$ cat config.mk
export PLATFORM = sky130hd
export DESIGN_NAME = seg_scan
export DESIGN_NICKNAME = d
export VERILOG_FILES = /design/src/rtl/seg_scan.sv
export SDC_FILE = /design/constraint.sdc
export NUM_CORES = 1
export LEC_CHECK = 0
export CAP_MARGIN = 30
export CORE_UTILIZATION = 50
export DETAILED_ROUTE_END_ITERATION = 12
export GPL_TIMING_DRIVEN = 0
export PLACE_DENSITY = 0.81
export SYNTH_ARGS = -nofsm -noshare
export SYNTH_HDL_FRONTEND = slang
export SYNTH_SLANG_ARGS = --single-unit
export TNS_END_PERCENT = 30
$ cat constraint.sdc
create_clock -name clk -period 2.8 [get_ports clk]
set_input_delay 0.56 -clock clk [delete_from_list [all_inputs] [get_ports clk]]
set_output_delay 0.56 -clock clk [all_outputs]
set_load 0.03 [all_outputs]
$ cat src/rtl/seg_scan.sv
// Scan controller for a common-anode seven-segment display. Each scan slot
// presents one digit's nibble and its active-low anode. The value is snapshotted
// once per frame, and leading zeros can optionally be blanked.
module seg_scan #(
    parameter int NDIG     = 4,
    parameter int SCAN_DIV = 50000
) (
    input  logic                                   clk,
    input  logic                                   rst_n,
    input  logic [4*NDIG-1:0]                      value,
    input  logic                                   blank_lz,
    input  logic                                   enable,
    output logic [3:0]                             nibble,
    output logic [NDIG-1:0]                        an,
    output logic [((NDIG > 1) ? $clog2(NDIG) : 1)-1:0] dig_idx,
    output logic                                   frame_start
);

    localparam int IW = (NDIG > 1) ? $clog2(NDIG) : 1;
    localparam int CW = $clog2(SCAN_DIV);
    localparam logic [IW-1:0] LAST = IW'(NDIG - 1);
    localparam logic [CW-1:0] CMAX = CW'(SCAN_DIV - 1);

    logic [CW-1:0]     cnt;
    logic [4*NDIG-1:0] shadow;
    logic              enable_q;

    logic              tick;
    logic              wrap;
    logic [IW-1:0]     next_idx;
    logic [4*NDIG-1:0] snap;
    logic              zrun;
    logic [NDIG-1:0]   lead_zero;
    logic [3:0]        nib_next;
    logic [NDIG-1:0]   an_next;

    // The digit-0 slot reads the live value, because that is exactly what the
    // shadow is about to capture on this edge.
    always_comb begin
        tick     = (cnt == CMAX);
        wrap     = tick && (dig_idx == LAST);
        next_idx = dig_idx;
        if (tick) next_idx = wrap ? '0 : dig_idx + IW'(1);
        snap = wrap ? value : shadow;

        zrun      = 1'b1;
        lead_zero = '0;
        for (int i = NDIG - 1; i >= 0; i--) begin
            zrun         = zrun & (snap[4*i +: 4] == 4'h0);
            lead_zero[i] = zrun;
        end

        nib_next = '0;
        an_next  = '1;
        for (int i = 0; i < NDIG; i++) begin
            if (next_idx == IW'(i)) begin
                nib_next = snap[4*i +: 4];
                if (enable && !(blank_lz && (i != 0) && lead_zero[i]))
                    an_next[i] = 1'b0;
            end
        end
    end

    // Outside a tick, the anode is touched only to follow enable: it is forced
    // dark while enable is low, and the current digit is re-lit on a rising enable.
    always_ff @(posedge clk or negedge rst_n) begin
        if (!rst_n) begin
            cnt         <= '0;
            dig_idx     <= LAST;
            shadow      <= '0;
            nibble      <= '0;
            an          <= '1;
            frame_start <= 1'b0;
            enable_q    <= 1'b1;
        end else begin
            enable_q    <= enable;
            cnt         <= tick ? '0 : cnt + CW'(1);
            frame_start <= wrap;
            if (tick) begin
                dig_idx <= next_idx;
                nibble  <= nib_next;
                an      <= an_next;
                if (wrap) shadow <= value;
            end else if (!enable) begin
                an <= '1;
            end else if (!enable_q) begin
                an <= an_next;
            end
        end
    end

endmodule

# == After elaboration in Yosys (flattened, before gate mapping) ==
# Index checks and enable logic that the tools add are counted.
# op_classes
bitwise_logic,2
n_reduce_logical,14
n_addsub,2
n_eq_ne,6
muxes,19
# op_table
operator,n
16-bit 2-to-1 mux,2
4-bit 2-to-1 mux,7
"16-bit by 1-bit adder with 16-bit output, second input constant",1
"16-bit == test, second input constant",1
4-bit zero test,3
1-bit 2-to-1 mux,8
1-bit logical AND,7
"2-bit == test, second input constant",3
2-bit 2-to-1 mux,2
1-bit zero test,3
"3-bit by 2-bit inequality test with 1-bit output, second input constant",1
"2-bit by 1-bit adder with 2-bit output, second input constant",1
1-bit bitwise AND,2
"2-bit by 1-bit == test with 1-bit output, second input constant",1
2-bit zero test,1
# totals
input_bits,20
elab_cells,50
register_bits,44

# == Logic depth before layout (Yosys ltp) ==
# logic_depth
ltp_word,14
ltp_mapped,9
mapped_depth_nobuf,7

# == Worst setup path after synthesis ==
# Ideal clock, no wire load.
# synth_timing
kind,flip-flop to flip-flop
from,reg dig_idx[1] (netlist bit)
to,reg nibble[1]
path_buffers,1
path_stages_with_launch,8
arrival_time_ns,2.090
required_time_ns,2.669
setup_ns,0.131
slack_ns,0.580
path_cell_list,dfstp_2 -> ha_1 -> clkbuf_1 -> and4_1 -> nand4_2 -> mux2_2 -> o221ai_1 -> a22oi_1
# synth_between
elab_chain_len,9
word_cells_on_any_way,14
classes_between,add/sub (1); eq/ne (4); mux (7); reduce/logical (2)
# synth_rtl
item,line,rtl
from (decl),15,"output logic [((NDIG > 1) ? $clog2(NDIG) : 1)-1:0] dig_idx,"
from (signal assigned),80,dig_idx <= next_idx;
"parallel branches: the longest is 8 deep, another holds 2-bit by 1-bit adder with 2-bit output",--,
4-bit 2-to-1 mux (*),56,if (next_idx == IW'(i)) begin
to (signal assigned),81,nibble <= nib_next;
to (decl),13,"output logic [3:0] nibble,"
# Mark *: on every way between the ends.
# A chain may end at the register's enable or synchronous reset.

# == Worst setup path in the final report ==
# layout_timing
from,reg dig_idx[1] (netlist bit)
to,reg nibble[0]
# Same word-level chain as after synthesis.

==> flow_metrics.py <==
metrics = {
    "placed_design": {
        "dpl.hpwl_mm": 3.59,
        "gp_congestion": 0.815,
        "place_inst": 306,
        "dpl_cell_area_um2": 2620,
        "port_buffers": 30,
    },
    "detailed_routing": {
        "drt_wl_total_mm": 4.63,
        "drt_iter0_markers": 117,
        "final_antenna_net_count": 0,
        "first_pass_iters": 4,
        "drc": 0,
        "viasPerCell": 5.58,
        "wl_per_cell_um": 14.7,
        "vias": 1753,
    },
    "pwr": {
        "p_seq_frac": 0.597,
        "intPower_uw": 851,
        "power_density_nw_per_um2": 400,
        "leakage_nw": 1.20,
        "sw_frac_of_total": 0.213,
        "comb_power_share": 0.058,
        "power.clock.fraction": 0.346,
        "p_sw_uw": 230,
        "peakVddDrop_uv": 328,
    },
    "critical_path": {
        "startpoint_type": "flop",
        "crit_required_ns": 2.96,
        "path_buf_inv": 1,
        "crit_arrival_ns": 2.63,
        "crit_family": "flip-flops",
        "slowest_delay_ns": 0.59,
        "worst-path-max-fanout": 9,
        "end_kind": "flop",
        "critPathSlowestCell": "dfstp_2",
        "path_cells": "ha_1, clkbuf_1, and4_1, nand4_2, mux2_2, o221ai_1, a22oi_1",
        "criticalPathCategory": "reg -> reg",
    },
    "floorplan": {
        "die_y_um": 68.9,
        "dieArea_um2": 4750,
        "rows": 23,
        "die_x_um": 68.9,
        "core_um2": 4140,
        "io_pins": 31,
        "start_util": 0.540,
    },
    "logic_synthesis": {
        "synth-main-ff-cell": "dfrtp_1",
        "synth_edf_count": 0,
        "syn_area_per_cell_um2": 9.95,
        "yosysUniqueCellTypes": 44,
        "synthCells": 225,
        "async_reset_ff_frac": 1.00,
        "synthTopCellsByCount": "54 x nand2_1, 37 x dfrtp_1, 18 x nor2_1",
        "netlist_top_cells_area": "dfrtp_1 41%, nand2_1 9.1%, dfstp_2 8.2%, mux2_2 4.0%, mux2i_1 3.6%",
        "synth_fp_nets": 247,
        "synth_top_cell_by_area": "dfrtp_1",
        "yosysMostFrequentCell": "nand2_1",
        "ys_warn_count": 0,
        "ys_seq_area_frac": 0.496,
        "ys_ff_latch": 44,
        "netlist_area_um2": 2240,
        "netlist.area_leader.share": 0.414,
    },
    "layout": {
        "area_growth_pct": 20.8,
        "final_cells": 314,
        "postLayoutCoreUtil": 0.653,
        "antennaDiodeCount": 0,
        "fin_area_um2": 2710,
        "drive_gt1_frac": 0.140,
        "fillers": 345,
        "final_net_count": 285,
    },
    "global_routing": {
        "grt_pass1_vias": 1647,
        "grt_max_degree": 24,
        "overflow": 0,
        "antenna_found_initial": 0,
        "track_usage": 0.225,
        "grt_pass1_wl_mm": 7.65,
    },
    "timing": {
        "drv_slew": 0,
        "fin_crit_ns": 2.47,
        "fin_setup_tns_ns": 0,
        "final_hold_viol_count": 0,
        "fmax_ghz": 0.405,
        "fin_crit_sh": 0.883,
        "slew-limit-headroom": 0.652,
        "hold_ws_ns": 0.240,
        "fin_skew_ns": 0.00739,
        "setup_violations": 0,
        "worst_pin_slew_ns": 0.523,
        "grt_setup_unrepaired": "no",
    },
    "clock_network": {
        "numCtsBuffers": 5,
        "cts_setup_buffers": 0,
        "cts-resized-gates": 0,
        "clockBufferDepth": 2,
        "clk_latency_ns": 0.29,
        "cts_root_buf": "clkbuf_8",
        "cts.sinks": 44,
        "cts_tree": "built",
        "path_clk_slew_ns": 0.08,
        "ctsHoldBuffers": 0,
        "htreeDepth": 2,
    },
    "run_status": {
        "outcome": "completed",
    },
    "hold_path": {
        "hold_path.class": "in -> async",
    },
    "job": {
        "max-cap-violations": 0,
    },
}
## metrics by stage
step	total power [mW]	worst slack, ns
finish	1.08	0.329
global route	1.12	0.157
global placement	0.715	0.0833
floorplan	0.668	0.580
CTS	1.09	0.308
detailed placement	0.720	0.330
## path summary, 6_finish.rpt
path	from	end	slack (ns)	depth (start not counted)
max	dig_idx[1]$_DFFE_PN1N_	nibble[0]$_DFFE_PN0N_	0.33	7
max in group asynchronous	rst_n	shadow[1]$_DFFE_PN0N_	2.07	2
min reg2reg	shadow[3]$_DFFE_PN0N_	shadow[3]$_DFFE_PN0N_	0.47	2
max reg2reg	dig_idx[1]$_DFFE_PN1N_	nibble[0]$_DFFE_PN0N_	0.33	7
min in group clk	shadow[3]$_DFFE_PN0N_	shadow[3]$_DFFE_PN0N_	0.47	2
min	rst_n	nibble[1]$_DFFE_PN0N_	0.24	1
## final cells by class
cell class,count,area [um2],area share
clock buffer,7,76.3,0.0282
multi-input combinational,168,1070,0.397
timing repair buffer,31,323,0.119
clock inverter,1,5.00,0.00185
buffer,8,35.0,0.0130
sequential,44,1110,0.410
inverter,5,18.8,0.00694
tap,50,62.6,0.0231
## power by group through the flow
stage / clock [mW] / combinational (mW) / sequential, mW
finish: 0.374 / 0.0622 / 0.645
global placement: 0 / 0.0581 / 0.657
detailed placement: 0 / 0.0628 / 0.657
floorplan: 0 / 0.00798 / 0.660
global route: 0.407 / 0.0682 / 0.645
CTS: 0.382 / 0.0630 / 0.645
## registers in the layout (all words and copies together), names as in the netlist
name	count
dig_idx	2
enable_q	1
nibble	4
frame_start	1
an	4
cnt	16
shadow	16
## worst register-to-register path: cells and delay by family (launching register included)
| kind | cells | cell delay, ns |
|---|---|---|
| flip-flops | 1 | 0.59 |
| AO/OA/AOI/OAI | 2 | 0.35 |
| AND/OR/NAND/NOR | 2 | 0.57 |
| buffers and inverters | 1 | 0.31 |
| multiplexers | 1 | 0.38 |
| adder cells (fa/ha/maj) | 1 | 0.16 |
## routing by layer
metal,vias to the layer above,wire length [um],GRT usage
met2,32,2240,0.370
li1,866,-,-
met4,0,39,0.0714
met3,4,179,0.0493
met5,-,0,0
met1,851,2170,0.293
## cells in the final DEF (no fill, tap or decap), types with 2 or more instances in the layout
| cell type | n |
|---|---|
| clkdlybuf4s50_1 | 29 |
| xnor2_1 | 6 |
| o21ai_0 | 6 |
| a22oi_1 | 3 |
| a21boi_0 | 2 |
| nand4_1 | 2 |
| buf_2 | 5 |
| dfstp_2 | 7 |
| and3_1 | 5 |
| o211a_1 | 2 |
| o221ai_1 | 2 |
| or4_1 | 2 |
| xor2_1 | 7 |
| nand3_1 | 6 |
| nand2b_1 | 2 |
| nand2_1 | 54 |
| a21oi_1 | 3 |
| clkbuf_1 | 6 |
| mux2i_1 | 8 |
| nor4_1 | 4 |
| and4_2 | 2 |
| o21a_1 | 2 |
| dfrtp_1 | 37 |
| nor2_1 | 18 |
| inv_1 | 5 |
| mux2_2 | 8 |
| and4bb_2 | 2 |
| nor3_1 | 4 |
| clkbuf_8 | 5 |
| ha_1 | 2 |
## cells by family after synthesis
kind of cell,synth area share
simple gates,0.253
compound gates,0.0827
mux,0.0827
xor+xnor,0.0509
buf+inv,0.0240
flops,0.496
fa+ha+maj,0.0112
(Power assumes the default switching activity.)
